[src/rtl/mips_multicycle_control.sv]
// mips_multicycle_control: main control FSM of the multicycle MIPS datapath.
// Sequences fetch/decode/execute/memory/writeback and drives strobes plus the OpALU code.
module mips_multicycle_control (
  input  logic       clk,
  input  logic       rst_n,
  input  logic [5:0] opcode,
  input  logic       zero,
  input  logic       mem_ready,
  output logic [1:0] OpALU,
  output logic       ALUSrcA,
  output logic [1:0] ALUSrcB,
  output logic       IorD,
  output logic       MemRead,
  output logic       MemWrite,
  output logic       IRWrite,
  output logic       MemtoReg,
  output logic       RegDst,
  output logic       RegWrite,
  output logic [1:0] PCSource,
  output logic       PCWrite,
  output logic       PCWriteCond,
  output logic       pc_en,
  output logic       illegal_op,
  output logic [3:0] state
);
  localparam logic [5:0] OP_R = 6'b000000, OP_LW = 6'b100011, OP_SW = 6'b101011,
                         OP_BEQ = 6'b000100, OP_J = 6'b000010;
  typedef enum logic [3:0] {
    S_FETCH = 4'd0, S_DECODE = 4'd1, S_MEMADDR = 4'd2, S_MEMREAD = 4'd3, S_MEMWB = 4'd4,
    S_MEMWRITE = 4'd5, S_EXECUTE = 4'd6, S_RCOMPL = 4'd7, S_BRANCH = 4'd8, S_JUMP = 4'd9
  } state_t;
  state_t state_q, state_d;
  always_ff @(posedge clk or negedge rst_n)
    if (!rst_n) state_q <= S_FETCH;
    else state_q <= state_d;
  // Outputs are gated by rst_n so nothing fires while reset is held, even though FETCH is active.
  always_comb begin
    state_d = S_FETCH;
    OpALU = 2'b00;
    ALUSrcA = 1'b0;
    ALUSrcB = 2'b00;
    IorD = 1'b0;
    MemRead = 1'b0;
    MemWrite = 1'b0;
    IRWrite = 1'b0;
    MemtoReg = 1'b0;
    RegDst = 1'b0;
    RegWrite = 1'b0;
    PCSource = 2'b00;
    PCWrite = 1'b0;
    PCWriteCond = 1'b0;
    illegal_op = 1'b0;
    if (rst_n) begin
      case (state_q)
        S_FETCH: begin
          MemRead = 1'b1;
          ALUSrcB = 2'b01;
          IRWrite = mem_ready;
          PCWrite = mem_ready;
          state_d = mem_ready ? S_DECODE : S_FETCH;
        end
        S_DECODE: begin
          ALUSrcB = 2'b11;
          case (opcode)
            OP_LW, OP_SW: state_d = S_MEMADDR;
            OP_R:         state_d = S_EXECUTE;
            OP_BEQ:       state_d = S_BRANCH;
            OP_J:         state_d = S_JUMP;
            default:      illegal_op = 1'b1;
          endcase
        end
        S_MEMADDR: begin
          ALUSrcA = 1'b1;
          ALUSrcB = 2'b10;
          state_d = (opcode == OP_LW) ? S_MEMREAD : S_MEMWRITE;
        end
        S_MEMREAD: begin
          MemRead = 1'b1;
          IorD = 1'b1;
          state_d = mem_ready ? S_MEMWB : S_MEMREAD;
        end
        S_MEMWB: begin
          RegWrite = 1'b1;
          MemtoReg = 1'b1;
        end
        S_MEMWRITE: begin
          MemWrite = 1'b1;
          IorD = 1'b1;
          state_d = mem_ready ? S_FETCH : S_MEMWRITE;
        end
        S_EXECUTE: begin
          ALUSrcA = 1'b1;
          OpALU = 2'b10;
          state_d = S_RCOMPL;
        end
        S_RCOMPL: begin
          RegWrite = 1'b1;
          RegDst = 1'b1;
        end
        S_BRANCH: begin
          ALUSrcA = 1'b1;
          OpALU = 2'b01;
          PCWriteCond = 1'b1;
          PCSource = 2'b01;
        end
        S_JUMP: begin
          PCWrite = 1'b1;
          PCSource = 2'b10;
        end
        default: state_d = S_FETCH;
      endcase
    end
    pc_en = PCWrite | (PCWriteCond & zero);
  end
  assign state = state_q;
endmodule

[config.mk]
export PLATFORM = sky130hd
export DESIGN_NAME = mips_multicycle_control
export DESIGN_NICKNAME = d
export VERILOG_FILES = /design/src/rtl/mips_multicycle_control.sv
export SDC_FILE = /design/constraint.sdc
export NUM_CORES = 1
export LEC_CHECK = 0
export CAP_MARGIN = 20
export CORE_UTILIZATION = 25
export DETAILED_ROUTE_END_ITERATION = 16
export MAX_ROUTING_LAYER = met4
export SLEW_MARGIN = 10
export SYNTH_ARGS = -nofsm -noshare
export SYNTH_HDL_FRONTEND = slang
export SYNTH_SLANG_ARGS = --single-unit
[constraint.sdc]
create_clock -name clk -period 1.8 [get_ports clk]
set_input_delay 0.27 -clock clk [delete_from_list [all_inputs] [get_ports clk]]
set_output_delay 0.27 -clock clk [all_outputs]
set_load 0.1 [all_outputs]
# Word level (Yosys, flattened, before mapping)
# Index checks and enable logic that the tools add are counted.
[totals]
ff_bits = 4
in_bits = 10
wordCells = 60
out_inout_bits = 22
[classes]
bitwise = 2
muxes = 36
reduce_logical = 8
eq_ne = 13
[op_table]
columns = ["cell", "count"]
rows = [
  ["4-bit case mux with 6 select lines", 1],
  ["1-bit 2-to-1 mux", 23],
  ["4-bit by 3-bit equality test with 1-bit output, second input constant", 4],
  ["4-bit case mux with 4 select lines", 1],
  ["6-bit equality test, second input constant", 2],
  ["3-bit 2-to-1 mux", 3],
  ["4-bit by 2-bit equality test with 1-bit output, second input constant", 2],
  ["4-bit equality test, second input constant", 2],
  ["2-bit case mux with 2 select lines", 2],
  ["2-bit OR reduction", 4],
  ["6-bit by 2-bit equality test with 1-bit output, second input constant", 1],
  ["6-bit by 3-bit equality test with 1-bit output, second input constant", 1],
  ["6-bit logical NOT", 1],
  ["2-bit 2-to-1 mux", 3],
  ["2-bit case mux with 3 select lines", 1],
  ["5-bit OR reduction", 1],
  ["4-bit by 1-bit equality test with 1-bit output, second input constant", 1],
  ["4-bit logical NOT", 1],
  ["4-bit 2-to-1 mux", 1],
  ["3-bit OR reduction", 1],
  ["1-bit case mux with 2 select lines", 1],
  ["1-bit bitwise AND", 1],
  ["1-bit OR", 1],
]

# Longest topological paths before layout
[depth]
depth_word = 5
depth_mapped = 5
depth_no_buf = 4

# Worst setup path before layout
# Ideal clock, no wire load.
[synth_timing]
kind = "reg-to-output"
startpoint = "register state_q[3] (netlist: state[3])"
endpoint = "output port pc_en"
path_buffers = 1
required_time_ps = 1530
arrival_time_ps = 4459
path_stages_with_launch = 4
setup_slack_ps = -2929
path_cell_list = "dfrtp_1 > clkbuf_1 > nor3b_1 > a21o_1"
[synth_via]
elab_chain_cells = 5
elab_cells_between_ends = 9
classes_between = "eq/ne (2); mux (4); bitwise (2); reduce/logical (1)"
[synth_lines]
columns = ["item", "line_no", "text"]
rows = [
  ["start: declaration", "32", "state_t state_q, state_d;"],
  ["start signal: assignment", "35", "else state_q <= state_d;"],
  ["4-bit equality test", "54", "case (state_q)"],
  ["1-bit 2-to-1 mux", "54", ""],
  ["1-bit 2-to-1 mux", "53", "if (rst_n) begin"],
  ["net PCWriteCond", "21", "output logic PCWriteCond,"],
  ["1-bit bitwise AND", "113", "pc_en = PCWrite | (PCWriteCond & zero);"],
  ["1-bit OR", "113", ""],
  ["end: declaration", "22", "output logic pc_en,"],
]
# The timed path passes the listed nets, and every way through them passes these cells.

# Worst setup path after layout
[layout_timing]
startpoint = "register state_q[0] (netlist: state[0])"
endpoint = "output port pc_en"
[layout_via]
elab_chain_cells = 5
elab_cells_between_ends = 9
classes_between = "eq/ne (2); mux (4); bitwise (2); reduce/logical (1)"
[layout_lines]
columns = ["item", "line_no"]
rows = [
  ["4-bit equality test", "54"],
  ["1-bit 2-to-1 mux", "54"],
  ["1-bit 2-to-1 mux", "53"],
  ["1-bit bitwise AND", "113"],
  ["1-bit OR (*)", "113"],
]
# Mark *: on every way between the ends. The rest lies on a longest branch, timed or not.

==> impl_metrics.ini <==
[outcome]
status = finished, violations left
violations = setup timing

[timing]
grt_setup_unrepaired = true
fin_crit_sh = 1.01
finalMaxSlewViolations = 0
final_hold_viol_count = 0
fin_crit_ns = 1.82
clock.fmax_ghz = 0.551
setup_ws_ns = -0.0154
worst_pin_slew_ns = 0.320
fin_skew_ns = 0.00385
slew_headroom = 0.785
setup_viol = 3

[run]
maxCapViolations = 0

[cts]
cts_tree = built
clock-sinks = 4
cts-root-buf = clkbuf_4
cts_buffers = 3
clock_latency_ns = 0.23
clk_pin_slew_worst_paths_ns = 0.04
cts_hold_buf = 0
htreeDepth = 1
clockBufferDepth = 2

[synthesis]
yosysSeqAreaShare = 0.197
syn_area_um2 = 508
yosys-top-cells-area = dfrtp_1 20%, nand2_1 8.1%, nor3_1 6.9%
synth_top_area_frac = 0.197
yosys_warnings = 0
synth-seq-cells = 4
synth_area_leader_cell = dfrtp_1
synthCells = 77
synth.avg_cell_area_um2 = 6.60
synth_nets = 87
synth_cell_type_count = 26

[power_and_ir_drop]
total_power_mw = 0.471
p_per_area_nw_per_um2 = 314
ir_drop_v = 0.000384
p_leak_nw = 0.578

[detailed_routing]
wl_per_cell_um = 13.6
first_pass_iters = 4
drt_iter0_markers = 11
avgViaCountPerCell = 4.99
num_vias = 768
drt_wl_total_mm = 2.09
postRouteAntennaNets = 0
drc = 0

[worst_setup_path]
path_class = register to output port
end_kind = output port
start_kind = register
cp.required_ns = 1.53
reg2reg_depth = 4
crit_arrival_ns = 1.55
crit_path_max_fanout = 5

[die]
core-area_um2 = 1820
dieHeight_um = 47.1
ios = 32
die-width_um = 47.1
start_util = 0.279
die_area_um2 = 2220
rows = 15

[grt]
track_usage = 0.218
gr-total-overflow = 0
antenna_found_initial = 0
grt_max_degree = 16
grt_pass1_vias = 702
grt_first_pass_wirelength_mm = 3.09

[layout]
largest_register_ffs = 4
num-nets-final = 141
design_area_um2 = 1500
drive_gt1_frac = 0.651
syn2layout_area_growth_pct = 195
antenna_cells = 0
finalNonFillerCells = 154

[place]
place.gp.congestion = 0.873
pre_cts_ws_ns = -0.180
port_buffers = 31
dpl.hpwl_mm = 1.61
dpl_cell_area_um2 = 1370
placed_cells_incl_taps = 145

[worst_hold_path]
hold_class = input pin to asynchronous set/reset pin
## path summary, 6_finish.rpt
kind / startpoint / end / slack [ns]
max reg2reg: state[0]$_DFF_PN0_ / state[1]$_DFF_PN0_ / 0.17
min: rst_n / state[3]$_DFF_PN0_ / 0.003
min reg2reg: state[3]$_DFF_PN0_ / state[1]$_DFF_PN0_ / 0.74
max in group asynchronous: rst_n / state[2]$_DFF_PN0_ / 1.43
min in group clk: state[3]$_DFF_PN0_ / state[1]$_DFF_PN0_ / 0.74
max: state[0]$_DFF_PN0_ / pc_en / -0.02
## per-stage QoR
stage               hold WS [ns]   util  TNS [ns]
floorplan                -0.0256      -     -5.44
global placement           0.523  0.755     -1.16
detailed placement         0.531  0.755     -1.59
CTS                       0.0298  0.798  -0.00476
global route              0.0109  0.824    -0.295
finish                   0.00306  0.824   -0.0226
## layout by cell type, fill, tap and decap left out, types with 2 or more instances in the layout
master,n
clkbuf_4,3
a21oi_2,2
nor2_1,2
buf_4,20
buf_6,3
clkdlybuf4s50_1,8
nor2_4,5
buf_12,22
nor3_4,5
nor2b_4,2
nor2b_1,3
nor3b_4,2
nand2b_4,2
dfrtp_4,4
nand2b_1,3
o21ai_0,4
nand2_1,8
nand3_1,3
nand2_4,2
## kinds of logic (layout without fill, tap and decap cells)
kind of cell    after synthesis  in the layout  share of synthesized area
xor+xnor                      4              4                     0.0690
compound gates               13             13                      0.155
flops                         4              4                      0.197
buf+inv                       6             58                     0.0591
simple gates                 50             50                      0.520
## power by group
group	leakage, nW	internal, mW	switching (mW)
Sequential	0.0474	0.0931	0.00263
Combinational	0.517	0.110	0.154
Clock	0.0138	0.0746	0.0365
## critical path: stages, from the launching register on
cell and delay, ns:
dfrtp_4 0.49, buf_4 0.17, nand2_2 0.09, o21ai_1 0.07, nor2b_4 0.14, a21o_4 0.19, buf_12 0.16
## Yosys cell counts
cell,count
nor4_1,3
a31oi_1,1
o21ai_0,5
a21o_1,2
nand3_1,3
buf_2,3
a221oi_1,1
nand2b_1,5
buf_4,1
nor3_1,7
and3_1,1
nor3b_1,3
xor2_1,2
a21oi_2,1
dfrtp_1,4
nor2b_1,5
a21oi_1,3
nand3b_1,1
xnor2_1,2
or2_2,1
nor2_1,7
nand2_1,11
or3_1,1
nand4b_1,1
clkbuf_1,2
or4_1,1
## area by class of cell
class / count / area, µm²
timing repair buffer: 55 / 719
multi-input combinational: 67 / 612
fill: 110 / 320
sequential: 4 / 115
tap: 25 / 31.3
clock buffer: 3 / 22.5
## per-layer routing
metal / vias up / global-route usage / part of all wire
li1: 373 / - / -
met1: 361 / 0.238 / 0.41
met2: 32 / 0.372 / 0.54
met3: 2 / 0.0577 / 0.043
met4: 0 / 0.0914 / 0.011
met5: - / - / 0
## repair_timing
action / 4_1_cts / 5_1_grt
endpoints found under the setup margin: 15 / 17
pin swaps: 3 / 5
resized for setup: 8 / 6
setup buffers: 4 / 3
No activity file was read; power rests on OpenSTA's default activity.
